**config.mk**
```make
export PLATFORM = sky130hd
export DESIGN_NAME = irq_ctrl
export DESIGN_NICKNAME = d
export VERILOG_FILES = /design/src/rtl/tinyriscv_pkg.sv /design/src/rtl/irq_sync.sv /design/src/rtl/irq_ctrl.sv
export SDC_FILE = /design/constraint.sdc
export NUM_CORES = 1
export LEC_CHECK = 0
export ABC_AREA = 1
export BUFFER_PORTS_ARGS = -buffer_cell sky130_fd_sc_hd__buf_2
export CORE_ASPECT_RATIO = 1.75
export CORE_UTILIZATION = 40
export DETAILED_ROUTE_END_ITERATION = 7
export GPL_TIMING_DRIVEN = 0
export PLACE_DENSITY_LB_ADDON = 0.08
export SLEW_MARGIN = 15
export SYNTH_ARGS = -nofsm -noshare
export SYNTH_HDL_FRONTEND = slang
export SYNTH_SLANG_ARGS = --single-unit
export TNS_END_PERCENT = 10
```
**constraint.sdc**
```tcl
create_clock -name clk_i -period 1.45 [get_ports clk_i]
set_clock_uncertainty 0.15 [all_clocks]
set_input_delay 0.29 -clock clk_i [delete_from_list [all_inputs] [get_ports clk_i]]
set_output_delay 0.29 -clock clk_i [all_outputs]
set_load 0.01 [all_outputs]
```
**src/rtl/tinyriscv_pkg.sv**
```systemverilog
// Shared bus types and interrupt-controller register map for the tinyriscv core.
package tinyriscv_pkg;

   localparam int MEM_ADDR_W = 32;
   localparam int MEM_DATA_W = 32;

   typedef logic [MEM_ADDR_W-1:0] mem_addr_t;
   typedef logic [MEM_DATA_W-1:0] mem_bus_t;

   // Word indices (byte offset >> 2) of the irq_ctrl registers.
   localparam logic [2:0] IRQ_PENDING   = 3'd0;
   localparam logic [2:0] IRQ_ENABLE    = 3'd1;
   localparam logic [2:0] IRQ_MODE      = 3'd2;
   localparam logic [2:0] IRQ_CLAIM     = 3'd3;
   localparam logic [2:0] IRQ_INSERVICE = 3'd4;

   typedef enum logic {IRQ_IDLE, IRQ_RESP} irq_state_e;

endpackage

```
**src/rtl/irq_sync.sv**
```systemverilog
// Per-source synchroniser chain plus a one-flop history for rising-edge detection.
module irq_sync #(
   parameter int SYNC_STAGES = 2
) (
   input  logic clk_i,
   input  logic rst_i,
   input  logic d_i,
   output logic s_o,
   output logic rise_o
);

   logic [SYNC_STAGES-1:0] chain_q;
   logic                   hist_q;

   // Zeroing the history too means a line already high at reset release reads as one edge.
   always_ff @(posedge clk_i) begin
      if (rst_i) begin
         chain_q <= '0;
         hist_q  <= 1'b0;
      end else begin
         chain_q <= {chain_q[SYNC_STAGES-2:0], d_i};
         hist_q  <= chain_q[SYNC_STAGES-1];
      end
   end

   assign s_o    = chain_q[SYNC_STAGES-1];
   assign rise_o = s_o & ~hist_q;

endmodule

```
**src/rtl/irq_ctrl.sv**
```systemverilog
// Fixed-priority interrupt controller with pending/enable/mode/claim/in-service registers.
// Bus handshake: an access is taken when req_i is seen in IDLE; ready_o then pulses for one cycle.
module irq_ctrl import tinyriscv_pkg::*; #(
   parameter int N_SRC       = 8,
   parameter int SYNC_STAGES = 2
) (
   input  logic             clk_i,
   input  logic             rst_i,
   input  logic             req_i,
   input  logic             we_i,
   input  mem_addr_t        addr_i,
   input  mem_bus_t         data_i,
   output mem_bus_t         data_o,
   output logic             ready_o,
   input  logic [N_SRC-1:0] src_i,
   output logic             irq_o
);

   logic [N_SRC-1:0] s, rise, active;
   logic [N_SRC-1:0] pending_q, pending_d, enable_q, enable_d;
   logic [N_SRC-1:0] mode_q, mode_d, in_service_q, in_service_d;
   irq_state_e       state_q;
   mem_bus_t         data_q, rdata;
   logic             ready_q, irq_q;
   logic             access, wr, rd, claim_hit, complete_ok;
   logic [2:0]       word;
   logic [4:0]       claim_val, complete_val;
   logic             unused_addr;

   function automatic logic [4:0] prio_claim(input logic [N_SRC-1:0] v);
      logic [4:0] r;
      r = 5'd0;
      for (int i = N_SRC - 1; i >= 0; i--) begin
         if (v[i]) r = 5'(i + 1);
      end
      return r;
   endfunction

   for (genvar g = 0; g < N_SRC; g++) begin : g_src
      irq_sync #(.SYNC_STAGES(SYNC_STAGES)) u_sync (
         .clk_i  (clk_i),
         .rst_i  (rst_i),
         .d_i    (src_i[g]),
         .s_o    (s[g]),
         .rise_o (rise[g])
      );
   end

   assign access       = req_i && (state_q == IRQ_IDLE);
   assign wr           = access && we_i;
   assign rd           = access && !we_i;
   assign word         = addr_i[4:2];
   assign active       = pending_q & enable_q & ~in_service_q;
   assign claim_val    = prio_claim(active);
   assign claim_hit    = rd && (word == IRQ_CLAIM) && (claim_val != 5'd0);
   assign complete_ok  = wr && (word == IRQ_CLAIM) && (data_i != '0) && (data_i <= mem_bus_t'(N_SRC));
   assign complete_val = data_i[4:0];
   assign unused_addr  = ^{addr_i[MEM_ADDR_W-1:5], addr_i[1:0]};

   always_comb begin
      enable_d     = enable_q;
      mode_d       = mode_q;
      pending_d    = pending_q;
      in_service_d = in_service_q;
      if (wr && word == IRQ_ENABLE) enable_d = data_i[N_SRC-1:0];
      if (wr && word == IRQ_MODE)   mode_d   = data_i[N_SRC-1:0];
      for (int i = 0; i < N_SRC; i++) begin
         // Edge sources: clears first, then a fresh edge wins.
         if (mode_q[i]) begin
            if (wr && word == IRQ_PENDING && data_i[i]) pending_d[i] = 1'b0;
            if (claim_hit && claim_val == 5'(i + 1))     pending_d[i] = 1'b0;
            if (rise[i])                                 pending_d[i] = 1'b1;
         end else begin
            pending_d[i] = s[i];
         end
         if (claim_hit && claim_val == 5'(i + 1))      in_service_d[i] = 1'b1;
         if (complete_ok && complete_val == 5'(i + 1)) in_service_d[i] = 1'b0;
      end
   end

   always_comb begin
      rdata = '0;
      case (word)
         IRQ_PENDING:   rdata = mem_bus_t'(pending_q);
         IRQ_ENABLE:    rdata = mem_bus_t'(enable_q);
         IRQ_MODE:      rdata = mem_bus_t'(mode_q);
         IRQ_CLAIM:     rdata = mem_bus_t'(claim_val);
         IRQ_INSERVICE: rdata = mem_bus_t'(in_service_q);
         default:       rdata = '0;
      endcase
   end

   always_ff @(posedge clk_i) begin
      if (rst_i) begin
         pending_q    <= '0;
         enable_q     <= '0;
         mode_q       <= '0;
         in_service_q <= '0;
         irq_q        <= 1'b0;
      end else begin
         pending_q    <= pending_d;
         enable_q     <= enable_d;
         mode_q       <= mode_d;
         in_service_q <= in_service_d;
         irq_q        <= |active;
      end
   end

   always_ff @(posedge clk_i) begin
      if (rst_i) begin
         state_q <= IRQ_IDLE;
         data_q  <= '0;
         ready_q <= 1'b0;
      end else begin
         case (state_q)
            IRQ_IDLE: begin
               if (req_i) begin
                  state_q <= IRQ_RESP;
                  ready_q <= 1'b1;
                  data_q  <= we_i ? '0 : rdata;
               end
            end
            IRQ_RESP: begin
               state_q <= IRQ_IDLE;
               ready_q <= 1'b0;
            end
         endcase
      end
   end

   assign data_o  = data_q;
   assign ready_o = ready_q;
   assign irq_o   = irq_q;

endmodule

```
# --- Yosys cells after proc, flatten, opt, wreduce, memory -nomap -nowiden ---
# Index checks and enable logic that the tools add are counted.
totals:
  reg_bits: 91
  output_inout_bits: 34
op_classes:
  magnitude_cmp: 1
  eq_ne: 29
  mux: 46
  bitwise_logic: 20
  reduce_logical: 49
ops:
  columns: ["operator", "count"]
  rows:
  - ["5-bit by 3-bit equality test with 1-bit output (second input constant)", 8]
  - ["8-bit case mux with 5 select lines", 1]
  - ["1-bit logical AND", 35]
  - ["5-bit 2-to-1 mux", 7]
  - ["1-bit 2-to-1 mux", 34]
  - ["32-bit by 4-bit less-or-equal comparator with 1-bit output (second input constant)", 1]
  - ["32-bit 2-to-1 mux", 1]
  - ["4-bit by 1-bit != test with 1-bit output (second input constant)", 8]
  - ["32-bit nonzero test", 1]
  - ["5-bit by 2-bit equality test with 1-bit output (second input constant)", 4]
  - ["8-bit AND", 2]
  - ["2-bit OR reduction", 8]
  - ["5-bit by 1-bit equality test with 1-bit output (second input constant)", 2]
  - ["5-bit by 4-bit equality test with 1-bit output (second input constant)", 2]
  - ["1-bit inverter", 9]
  - ["1-bit AND", 8]
  - ["8-bit inverter", 1]
  - ["8-bit OR reduction", 1]
  - ["3-bit by 2-bit equality test with 1-bit output (second input constant)", 2]
  - ["5-bit nonzero test", 1]
  - ["4-bit 2-to-1 mux", 1]
  - ["1-bit case mux with 2 select lines", 2]
  - ["3-bit by 1-bit equality test with 1-bit output (second input constant)", 1]
  - ["3-bit equality test (second input constant)", 1]
  - ["4 further kinds", 4]

# --- Logic depth before layout (Yosys ltp) ---
# Gate-level depths: netlist of run 1.
depth:
  depth_word: 16
  mapped_depth: 12

# --- Cells and area by module ---
# Synthesis of run 1 repeated with hierarchy kept, for this count alone.
unflattened:
  hier_cells: 451
  area_unflattened_um2: 3178.0
by_module_without_submodules:
  columns: ["mod", "n_inst", "cells_each", "area_each_um2", "seq_area_each_um2"]
  rows:
  - ["irq_ctrl", 1, 371, 2487.4, 860.8]
  - ["irq_sync", 8, 10, 86.3, 60.1]

# --- Least setup slack after synthesis of run 1 ---
# OpenSTA, ideal clock, no wires.
synth_timing:
  path_type: "reg-to-reg"
  start: "register in_service_q[1]"
  end: "register pending_q[3]"
  setup_time_ps: 115
  arrival_ps: 1213
  required_time_ps: 1185
  path_slack_ps: -28
  stages_incl_launch_ff: 9
  cell_sequence: "dfxtp_1 > inv_1 > nand3_2 > and2_1 > nand2_1 > nor2_1 > nand4_1 > a21oi_1 > nor2_1"
synth_between:
  elab_chain_len: 10
synth_rtl:
  columns: ["element", "line_no", "source"]
  rows:
  - ["from (decl)", "irq_ctrl.sv:21", "logic [N_SRC-1:0] mode_q, mode_d, in_service_q, in_service_d;"]
  - ["from (signal assigned)", "irq_ctrl.sv:104", "in_service_q <= in_service_d;"]
  - ["8-bit inverter (*)", "irq_ctrl.sv:53", "assign active = pending_q & enable_q & ~in_service_q;"]
  - ["8-bit AND (*)", "irq_ctrl.sv:53", null]
  - ["5-bit 2-to-1 mux (*) (2 in series)", "irq_ctrl.sv:34", "if (v[i]) r = 5'(i + 1);"]
  - ["5-bit nonzero test", "irq_ctrl.sv:55", "assign claim_hit = rd && (word == IRQ_CLAIM) && (claim_val != 5'd0);"]
  - ["1-bit logical AND", "irq_ctrl.sv:55", null]
  - ["1-bit logical AND (*)", "irq_ctrl.sv:71", "if (claim_hit && claim_val == 5'(i + 1)) pending_d[i] = 1'b0;"]
  - ["1-bit 2-to-1 mux", "irq_ctrl.sv:71", null]
  - ["1-bit 2-to-1 mux", "irq_ctrl.sv:72", "if (rise[i]) pending_d[i] = 1'b1;"]
  - ["1-bit 2-to-1 mux", "irq_ctrl.sv:69", "if (mode_q[i]) begin"]
  - ["to (signal assigned)", "irq_ctrl.sv:101", "pending_q <= pending_d;"]
  - ["to (decl)", "irq_ctrl.sv:20", "logic [N_SRC-1:0] pending_q, pending_d, enable_q, enable_d;"]
# Mark *: on every way between the ends. The rest lies on a longest branch, timed or not.
# A chain may end at the register's enable or synchronous reset.

# --- Worst setup path after layout of run 1 ---
layout_timing:
  start: "register in_service_q[4]"
  end: "register in_service_q[1]"
layout_between:
  elab_chain_len: 10
layout_rtl:
  columns: ["element", "line_no", "source"]
  rows:
  - ["8-bit inverter (*)", "irq_ctrl.sv:53", null]
  - ["8-bit AND (*)", "irq_ctrl.sv:53", null]
  - ["5-bit 2-to-1 mux (*) (5 in series)", "irq_ctrl.sv:34", null]
  - ["5-bit nonzero test", "irq_ctrl.sv:55", null]
  - ["1-bit logical AND", "irq_ctrl.sv:55", null]
  - ["1-bit logical AND (*)", "irq_ctrl.sv:76", "if (claim_hit && claim_val == 5'(i + 1)) in_service_d[i] = 1'b1;"]
# Marked as above.

==> metrics.txt, run 1 <==
Post-Syn Area=3147 um^2; Clock Tree Buf Depth=2; Vias/cell=4.905; Simple-Gate Fraction of Synth Area=26.60%; Detail Route Antenna Nets=0; largest family of logic cells by synthesized area=simple AND/OR/NAND/NOR gates; hpwl dp=6.768 mm; Primary FF master, synth=dfxtp_1; Core Box Area=7567 um^2; worst path cell trace=inv_1 -> nand3_2 -> nand2_1 -> nor2_4 -> nand2_1 -> nor2_2 -> nor2_1 -> nand3_2 -> nor3_4 -> nor2_1 -> nor2_1; TritonCTS Buffers=9; xor/xnor share of the synthesized area=0%; arrival time worst endpoint=1.78 ns; required time worst endpoint=1.56 ns; Worst path slowest cell=dfxtp_1; most common cell in the netlist=nand2_1; # rows=42; Power Density=1058 nW/um^2; Synth area leaders=dfxtp_1 (43%), nand2_1 (10%), a21oi_1 (7.2%), nor2_1 (7.2%), inv_1 (6.2%); initial antenna violation count=0; Initial Util=41.58%; Seq/Total Area, Yosys=42.62%; final core occ=56.28%; final RePlAce weighted congestion=0.9148; run status=finished, violations left; asr flop ratio synth=0%; number of synthesized flops with an enable pin=0; largest net degree at the start of global routing=11; fin crit period=1.661 ns; Clock Sinks=67; normalized max-slew margin=62.42%; die area=8239 um^2; CP dominant cell by count=nor2_1; Top delay family on crit path=simple AND/OR/NAND/NOR gates; layout cells sized above 1=34.56%; pre-CTS WS=-0.5975 ns; IO buf count=56; worst hold path type=in -> reg; # IOs=110; Via Count=3100; max-slew violations=0; measured slew at the worst slew-check pin=0.5636 ns; final-report hold violation count=0; clk slew on worst S/H paths=0.05 ns; DIE WIDTH=69.05 um; maximum net fanout on the critical path=4; Max-cap violations=0; Synth warnings=0; H-tree depth=3; fillers=780; most instantiated cells after synthesis=nand2_1 (87), dfxtp_1 (67), nor2_1 (60); diode count=0; first-pass GRT wire length=14.03 mm; layout net count=616; All-Layer GR Usage=22.31%; Synth Register Bits=67; Post-Syn Area per Cell=7.136 um^2; final wirelength=8.972 mm; synth-to-layout area growth=35.35%; # DRC=0; Final WS setup=-0.2110 ns; routed len/inst=14.20 um; Fmax=0.6021 GHz; vias in the first global route=2925; synth unique cells=31; hold slack=0.007123 ns; failing checks=setup timing; leak pwr=1.895 nW; Tcrit/Tclk final=114.5%; Clk Latency, worst-skew pair=0.33 ns; RSZ-0062 raised after global routing=true; complex-gate fraction of the synthesized area=16.26%; die height=119.3 um; worst vdd ir=0.0009243 V; First-pass DRT Iterations=4; DR iter-0 viols=149; final std cells w/o fill=632; post-synthesis mux area share=0%; CP peak stage delay=0.29 ns; Setup CP Type=reg -> reg; aggregate global routing overflow=0; crit start category=register; Clock Root Buffer=clkbuf_16; post-synth top area share=42.62%; dominant cell type by area after synthesis=dfxtp_1; Cells after DPL=608; critical path buffer and inverter count=1; final setup violation count=27; Post-Synth Adder-Cell Area=0%; CTS tree=done; Mapped Cells=441; CP endpoint kind=register
what timing repair did:
| action | 4_1_cts | 5_1_grt |
|---|---|---|
| buffers inserted | 3 | 6 |
| setup endpoints to repair | 35 | 38 |
| resized for setup | 66 | 31 |
| pin swaps | 17 | 16 |
| hold buffers | 0 | 0 |
cells by family (layout without fill, tap and decap cells):
logic type / count (synthesis) / count (layout)
other cells: 1 / 24
compound gates: 91 / 91
flops: 67 / 67
buf+inv: 90 / 170
simple gates: 192 / 192
sequential cells by signal, indices dropped and copies added, names as in the netlist, 8 cells and up:
register / cells
in_service_q: 8
enable_q: 8
g_src.u_sync.hist_q: 8
pending_q: 8
g_src.u_sync.chain_q: 16
data_o: 8
mode_q: 8
stage by stage:
stage	area (um^2)	total power, W	TNS [ns]
floorplan	3236	0.002174	0
global placement	3626	0.002311	-17.98
detailed placement	3626	0.002316	-18.98
CTS	4140	0.004507	-2.503
global route	4259	0.004639	-4.634
finish	4259	0.004504	-2.409
path summary, 6_finish.rpt:
kind / cells past startpoint / start / to / slack [ns]
max: 11 / in_service_q[4]$_SDFFE_PP0P_ / in_service_q[1]$_SDFFE_PP0P_ / -0.21
min: 3 / src_i[6] / g_src[6].u_sync.chain_q[0]$_SDFF_PP0_ / 0.007
max reg2reg: 11 / in_service_q[4]$_SDFFE_PP0P_ / in_service_q[1]$_SDFFE_PP0P_ / -0.21
min reg2reg: 2 / g_src[3].u_sync.chain_q[0]$_SDFF_PP0_ / g_src[3].u_sync.chain_q[1]$_SDFF_PP0_ / 0.25
per-layer routing:
metal,part of all wire [%],wire length [um],GRT usage (%)
met5,0,0,0
met3,4.3,384,3.723
met1,37,3335,21.91
met2,56,4986,42.29
met4,3.0,265,13.65
final cells by class:
| class | instances | area [um^2] | area share (%) |
|---|---|---|---|
| Buffer | 33 | 255.2 | 5.993 |
| Clock buffer | 13 | 260.3 | 6.110 |
| Clock inverter | 2 | 35.03 | 0.8226 |
| Inverter | 57 | 214.0 | 5.024 |
| Multi-Input combinational cell | 307 | 1672 | 39.25 |
| Sequential cell | 67 | 1359 | 31.90 |
| Tap cell | 88 | 110.1 | 2.585 |
| Timing Repair Buffer | 65 | 354.1 | 8.314 |
worst register-to-register path, stage by stage (launching register included):
cell     delay, ns
dfxtp_1       0.29
inv_1         0.10
nand3_2       0.12
nand2_1       0.14
nor2_4        0.06
nand2_1       0.07
nor2_2        0.05
nor2_1        0.12
nand3_2       0.14
nor3_4        0.21
nor2_1        0.06
nor2_1        0.09
cells in the final DEF (no fill, tap or decap), types with 3 or more instances in the layout:
| cell type | instances |
|---|---|
| nand2_1 | 76 |
| buf_2 | 55 |
| dfxtp_1 | 53 |
| nor2_1 | 51 |
| inv_1 | 44 |
| a21oi_1 | 43 |
| buf_4 | 34 |
| conb_1 | 24 |
| o21ai_0 | 22 |
| dfxtp_2 | 14 |
| inv_2 | 13 |
| nand3_1 | 11 |
| nor2_4 | 10 |
| nand2_2 | 9 |
| clkbuf_16 | 9 |
| o21ai_1 | 7 |
| nand3_2 | 6 |
| nor3_1 | 6 |
| nor2_2 | 5 |
| o2111ai_1 | 5 |
| nand4_1 | 5 |
| nand2_4 | 4 |
| o21ai_2 | 4 |
| nor3_4 | 3 |
| nand3_4 | 3 |
| clkbuf_1 | 3 |
| clkbuf_2 | 3 |
report_power, final:
| group | internal (W) | switching, W |
|---|---|---|
| Combinational | 0.000167 | 0.000242 |
| Clock | 0.00141 | 0.000765 |
| Sequential | 0.00189 | 0.0000269 |
No activity file was read; power rests on OpenSTA's default activity.
==> run 2, diff against run 1 <==
--- a/config.mk
+++ b/config.mk
@@ -7,11 +7,11 @@
 export LEC_CHECK = 0
 export ABC_AREA = 1
 export BUFFER_PORTS_ARGS = -buffer_cell sky130_fd_sc_hd__buf_2
-export CORE_ASPECT_RATIO = 1.75
+export CORE_ASPECT_RATIO = 1.1
 export CORE_UTILIZATION = 40
 export DETAILED_ROUTE_END_ITERATION = 7
 export GPL_TIMING_DRIVEN = 0
-export PLACE_DENSITY_LB_ADDON = 0.08
+export PLACE_DENSITY = 0.69
 export SLEW_MARGIN = 15
 export SYNTH_ARGS = -nofsm -noshare
 export SYNTH_HDL_FRONTEND = slang
==> metrics.txt, run 2 (same netlist as run 1, synthesis figures left out) <==
# rows=33 (-21%); first-pass GRT wire length=13.48 mm (-3.9%); hold slack=0.01833 ns (+0.01121 ns); pre-CTS WS=-0.5240 ns (+0.07346 ns); maximum net fanout on the critical path=3 (-1); Biggest register=g_src.u_sync.chain_q; CP endpoint kind=register; Via Count=3186 (+2.8%); normalized max-slew margin=66.09% (+3.7 points); crit start category=register; WHS Path Cells=2 (-1); arrival time worst endpoint=1.70 ns (-0.08 ns); synth-to-layout area growth=35.19%; final setup violation count=25 (-7.4%); Max-cap violations=0 (unchanged); Total Power=0.003891 W (-14%); IO buf count=56 (unchanged); vias in the first global route=2906 (-0.65%); Top delay family on crit path=simple AND/OR/NAND/NOR gates; Vias/cell=4.835 (-1.4%); Power Density=914.7 nW/um^2 (-14%); final-report hold violation count=0 (unchanged); final RePlAce weighted congestion=0.9648 (+5.5%); H-tree depth=3 (unchanged); clk slew on worst S/H paths=0.08 ns (+0.03 ns); Reg2Reg Depth=10 (-1); final wirelength=8.538 mm (-4.8%); R2R Path End=pending_q[3]$_SDFFE_PP0P_; Critical R2R Launch=in_service_q[5]$_SDFFE_PP0P_; First-pass DRT Iterations=5 (+1); CTS tree=done; max-slew violations=0 (unchanged); hold path start=rst_i; CP peak stage delay=0.31 ns (+0.02 ns); largest net degree at the start of global routing=11 (unchanged); required time worst endpoint=1.53 ns (-0.03 ns); worst hold path type=in -> reg; measured slew at the worst slew-check pin=0.5087 ns (-0.05498 ns); diode count=0 (unchanged); RSZ-0062 raised after global routing=true; initial antenna violation count=0 (unchanged); Worst path slowest cell=dfxtp_1; CP dominant cell by count=nand2_1; Setup CP Type=reg -> reg; Tcrit/Tclk final=111.7% (-2.9 points); All-Layer GR Usage=22.08% (-0.24 points); Storage cell area=1361 um^2 (+0.18%); area occupied by multi-input gates=1642 um^2 (-1.8%); max reg flops=16 (unchanged); Clock Tree Buf Depth=2 (unchanged); most common cell after layout, fill and taps aside=nand2_1; aggregate global routing overflow=0 (unchanged); die height=95.03 um (-20%); die area=8226 um^2 (-0.16%); commonest cells after routing, fill and taps aside=nand2_1 (77), buf_2 (55), nor2_1 (51), dfxtp_1 (51), inv_1 (44); DIE WIDTH=86.57 um (+25%); TritonCTS Buffers=9 (unchanged); worst reg-to-reg setup slack=-0.17 ns (+0.04 ns); Clock Root Buffer=clkbuf_8; Clock Sinks=67 (unchanged); fillers=756 (-3.1%); worst path cell trace=inv_2 -> nand3_4 -> nand2_1 -> nand2_1 -> nand2_1 -> nand2_2 -> a21oi_4 -> nand4_1 -> a21oi_1 -> nor2_1; # DRC=0 (unchanged); Initial Util=41.65% (+0.062 points); layout cells sized above 1=33.21% (-1.3 points); Final WS setup=-0.1693 ns (+0.04164 ns); layout net count=626 (+1.6%); routed len/inst=12.96 um (-8.7%); # IOs=110 (unchanged); Fmax=0.6175 GHz (+2.6%); Clk Latency, worst-skew pair=0.35 ns (+0.02 ns); failing checks=setup timing; fin crit period=1.619 ns (-0.04164 ns); Detail Route Antenna Nets=0 (unchanged); critical path buffer and inverter count=1 (unchanged); hpwl dp=6.159 mm (-9.0%); DR iter-0 viols=233 (+56%); leak pwr=1.873 nW (-1.2%); worst vdd ir=0.0007097 V (-23%); Endpoint, Worst Hold=g_src[0].u_sync.hist_q$_SDFF_PP0_; run status=finished, violations left; Core Box Area=7556 um^2 (-0.15%)
[run 2: final cells by class]
class	count	area share [%]
Multi-Input combinational cell	307	38.59
Sequential cell	67	32.00
Timing Repair Buffer	75	10.85
Buffer	33	5.882
Inverter	57	5.029
Clock buffer	13	3.735
Tap cell	105	3.088
Clock inverter	2	0.8235
[run 2: how the worst max path moves through the flow]
stage	startpoint	endpoint	slack, ns	cells past startpoint
4_1_cts	in_service_q[1]$_SDFFE_PP0P_	pending_q[1]$_SDFFE_PP0P_	-0.18	9
6_report	in_service_q[5]$_SDFFE_PP0P_	pending_q[3]$_SDFFE_PP0P_	-0.17	10
5_1_grt	in_service_q[0]$_SDFFE_PP0P_	pending_q[5]$_SDFFE_PP0P_	-0.30	9
3_5_place_dp	data_i[7]	in_service_q[6]$_SDFFE_PP0P_	-0.52	9
3_3_place_gp	data_i[7]	in_service_q[6]$_SDFFE_PP0P_	-0.48	9
2_1_floorplan	state_q$_SDFF_PP0_	pending_q[3]$_SDFFE_PP0P_	0.01	8
[run 2: power by group]
part,switching [W],total (W),internal (W)
clock,0.000686,0.00156,0.000878
combinational,0.000234,0.000413,0.000179
sequential,0.0000261,0.00191,0.00189
[run 2: repair_timing]
| action | 4_1_cts | 5_1_grt |
|---|---|---|
| setup endpoints to repair | 34 | 37 |
| endpoints found under the hold margin | 8 | 0 |
| resized for setup | 63 | 26 |
| hold buffers | 8 | 0 |
| setup buffers | 6 | 5 |
| pin swaps | 26 | 15 |
[run 2: per-stage QoR]
stage	area, um^2	setup TNS [ns]	util (%)	cells
floorplan	3236	0	-	464
global placement	3647	-17.71	48.27	625
detailed placement	3647	-18.58	48.27	625
CTS	4121	-1.996	54.55	654
global route	4254	-5.359	56.30	659
finish	4254	-2.121	56.30	659
[run 2: metal layers]
| layer | wire (um) | global-route usage (%) | vias to the layer above |
|---|---|---|---|
| met3 | 604 | 4.069 | 29 |
| met1 | 3603 | 26.03 | 1429 |
| met2 | 4040 | 38.10 | 138 |
| met5 | 0 | 0 | - |
| met4 | 290 | 11.81 | 0 |
| li1 | - | - | 1590 |
[run 2: worst register-to-register path: cells and delay by family (launching register included)]
| kind | cells | cell delay (ns) |
|---|---|---|
| flip-flops | 1 | 0.31 |
| AND/OR/NAND/NOR | 7 | 0.63 |
| AO/OA/AOI/OAI | 2 | 0.34 |
| buffers and inverters | 1 | 0.08 |
==> run 3, diff against run 2 <==
--- a/config.mk
+++ b/config.mk
@@ -11,6 +11,7 @@
 export CORE_UTILIZATION = 40
 export DETAILED_ROUTE_END_ITERATION = 7
 export GPL_TIMING_DRIVEN = 0
+export HOLD_SLACK_MARGIN = 0.03
 export PLACE_DENSITY = 0.69
 export SLEW_MARGIN = 15
 export SYNTH_ARGS = -nofsm -noshare
==> metrics.txt, run 3 (same netlist as run 1, synthesis figures left out) <==
run status=finished, violations left; failing checks=setup timing; Detail Route Antenna Nets=0 (unchanged); Max-cap violations=0 (unchanged); required time worst endpoint=1.53 ns (about the same); CTS tree=done; Reg2Reg Depth=8 (-2); Vias/cell=4.821 (-0.28%); Clk Latency, worst-skew pair=0.35 ns (about the same); aggregate global routing overflow=0 (unchanged); hpwl dp=6.159 mm (unchanged); All-Layer GR Usage=22.11% (+0.037 points); synth-to-layout area growth=35.47%; TritonCTS Buffers=9 (unchanged); Worst path slowest cell=dfxtp_2; measured slew at the worst slew-check pin=0.5284 ns (+0.01970 ns); Tcrit/Tclk final=114.4% (+2.7 points); Fmax=0.6030 GHz (-2.3%); layout net count=627 (+0.16%); largest net degree at the start of global routing=11 (unchanged); register share of total power=49.2% (about the same); worst vdd ir=0.0007095 V (about the same); First-pass DRT Iterations=5 (unchanged); pre-CTS WS=-0.5240 ns (unchanged); Initial Util=41.65% (unchanged); # rows=33 (unchanged); Clk pwr share=40.1% (about the same); worst hold path type=in -> reg; Core Box Area=7556 um^2 (unchanged); Endpoint, Worst Hold=ready_o$_SDFFE_PP0P_; Power Density=912.1 nW/um^2 (-0.29%); H-tree depth=3 (unchanged); initial antenna violation count=0 (unchanged); setup TNS=-2.279 ns (-0.1578 ns); layout cells sized above 1=32.97% (-0.24 points); final core occ=56.42% (+0.12 points); vias in the first global route=2914 (+0.28%); Clock Root Buffer=clkbuf_8; fillers=757 (+0.13%); final setup violation count=24 (-4.0%); CP dominant cell by count=nor2_4; Sw Share=24.22% (-0.11 points); maximum net fanout on the critical path=5 (+2); WHS Path Cells=3 (+1); final wirelength=8.555 mm (+0.20%); routed len/inst=12.96 um (about the same); final-report hold violation count=0 (unchanged); Biggest register=g_src.u_sync.chain_q; CP peak stage delay=0.33 ns (+0.02 ns); normalized max-slew margin=64.78% (-1.3 points); RSZ-0062 raised after global routing=true; first-pass GRT wire length=13.52 mm (+0.26%); arrival time worst endpoint=1.74 ns (+0.04 ns); combinational share of power=10.7% (about the same); # IOs=110 (unchanged); hold path start=req_i; fin crit period=1.658 ns (+0.03893 ns); Clock Sinks=67 (unchanged); crit start category=register; worst reg-to-reg setup slack=-0.21 ns (-0.04 ns); commonest cells after routing, fill and taps aside=nand2_1 (77), buf_2 (55), nor2_1 (51), dfxtp_1 (51), inv_1 (44); R2R Path End=pending_q[3]$_SDFFE_PP0P_; Setup CP Type=reg -> reg; diode count=0 (unchanged); die height=95.03 um (unchanged); CP endpoint kind=register; Clock Tree Buf Depth=2 (unchanged); DIE WIDTH=86.57 um (unchanged); Critical R2R Launch=state_q$_SDFF_PP0_; Final WS setup=-0.2082 ns (-0.03893 ns); clk slew on worst S/H paths=0.08 ns (about the same); # DRC=0 (unchanged); IO buf count=56 (unchanged); worst path cell trace=nor2_4 -> inv_2 -> nor2_4 -> nand2_2 -> a21oi_4 -> nand4_1 -> a21oi_1 -> nor2_1; most common cell after layout, fill and taps aside=nand2_1; internal power=0.002946 W (about the same); Psw=0.0009418 W (-0.52%); Via Count=3182 (-0.13%); max reg flops=16 (unchanged); max-slew violations=0 (unchanged); DR iter-0 viols=241 (+3.4%); die area=8226 um^2 (unchanged); leak pwr=1.874 nW (about the same); final RePlAce weighted congestion=0.9648 (unchanged)
[run 3: cell types whose count changed in the layout (fill, tap and decap cells not counted), sizes merged]
cell         before  now
dlygate4sd3       8    9
clkbuf           18   17
buf              94   95
[run 3: metrics by stage]
step / instance area [um^2] / hold slack [ns] / std cells / power (W)
finish: 4263 / 0.05652 / 660 / 0.003888
CTS: 4131 / 0.05255 / 655 / 0.003912
detailed placement: 3647 / 0.2427 / 625 / 0.002313
global placement: 3647 / 0.2399 / 625 / 0.002307
global route: 4263 / 0.05757 / 660 / 0.004060
floorplan: 3236 / 0.2219 / 464 / 0.002174
[run 3: cell type report]
cell class	instances	area [um^2]	area share, %
Inverter	57	214.0	5.019
Timing Repair Buffer	76	471.7	11.07
Multi-Input combinational cell	307	1642	38.51
Buffer	33	249.0	5.841
Clock inverter	2	35.03	0.8218
Clock buffer	13	158.9	3.728
Tap cell	105	131.4	3.082
Sequential cell	67	1361	31.93
[run 3: worst max path at each step]
stage,start,endpoint
after floorplan,state_q$_SDFF_PP0_,pending_q[3]$_SDFFE_PP0P_
after global placement,data_i[7],in_service_q[6]$_SDFFE_PP0P_
after detailed placement,data_i[7],in_service_q[6]$_SDFFE_PP0P_
after CTS,in_service_q[1]$_SDFFE_PP0P_,pending_q[1]$_SDFFE_PP0P_
after global routing,in_service_q[0]$_SDFFE_PP0P_,pending_q[5]$_SDFFE_PP0P_
final,state_q$_SDFF_PP0_,pending_q[3]$_SDFFE_PP0P_
[run 3: metal layers]
layer	GRT usage (%)	up-vias	part of all wire (%)
met4	11.81	0	3.4
met1	26.09	1429	43
met2	38.16	133	48
li1	-	1592	-
met3	4.069	28	6.4
met5	0	-	0
[run 3: repair_timing]
action,CTS,global route
hold buffers,9,0
setup buffers,6,5
endpoints found under the hold margin,9,0
pin swaps,26,15
setup endpoints to repair,34,35
gates resized for setup,63,25
[run 3: power by group through the flow]
stage	clock, W	combinational (W)	sequential, W
after floorplan	0	0.000228	0.00195
after global placement	0	0.000358	0.00195
after detailed placement	0	0.000363	0.00195
after CTS	0.00160	0.000403	0.00191
after global routing	0.00168	0.000461	0.00192
final	0.00156	0.000415	0.00191
[run 3: worst max-delay path: cells and delay by family (launching register included)]
family                 cells  cell delay, ns
AO/OA/AOI/OAI              2            0.39
buffers and inverters      1            0.07
flip-flops                 1            0.33
AND/OR/NAND/NOR            5            0.60
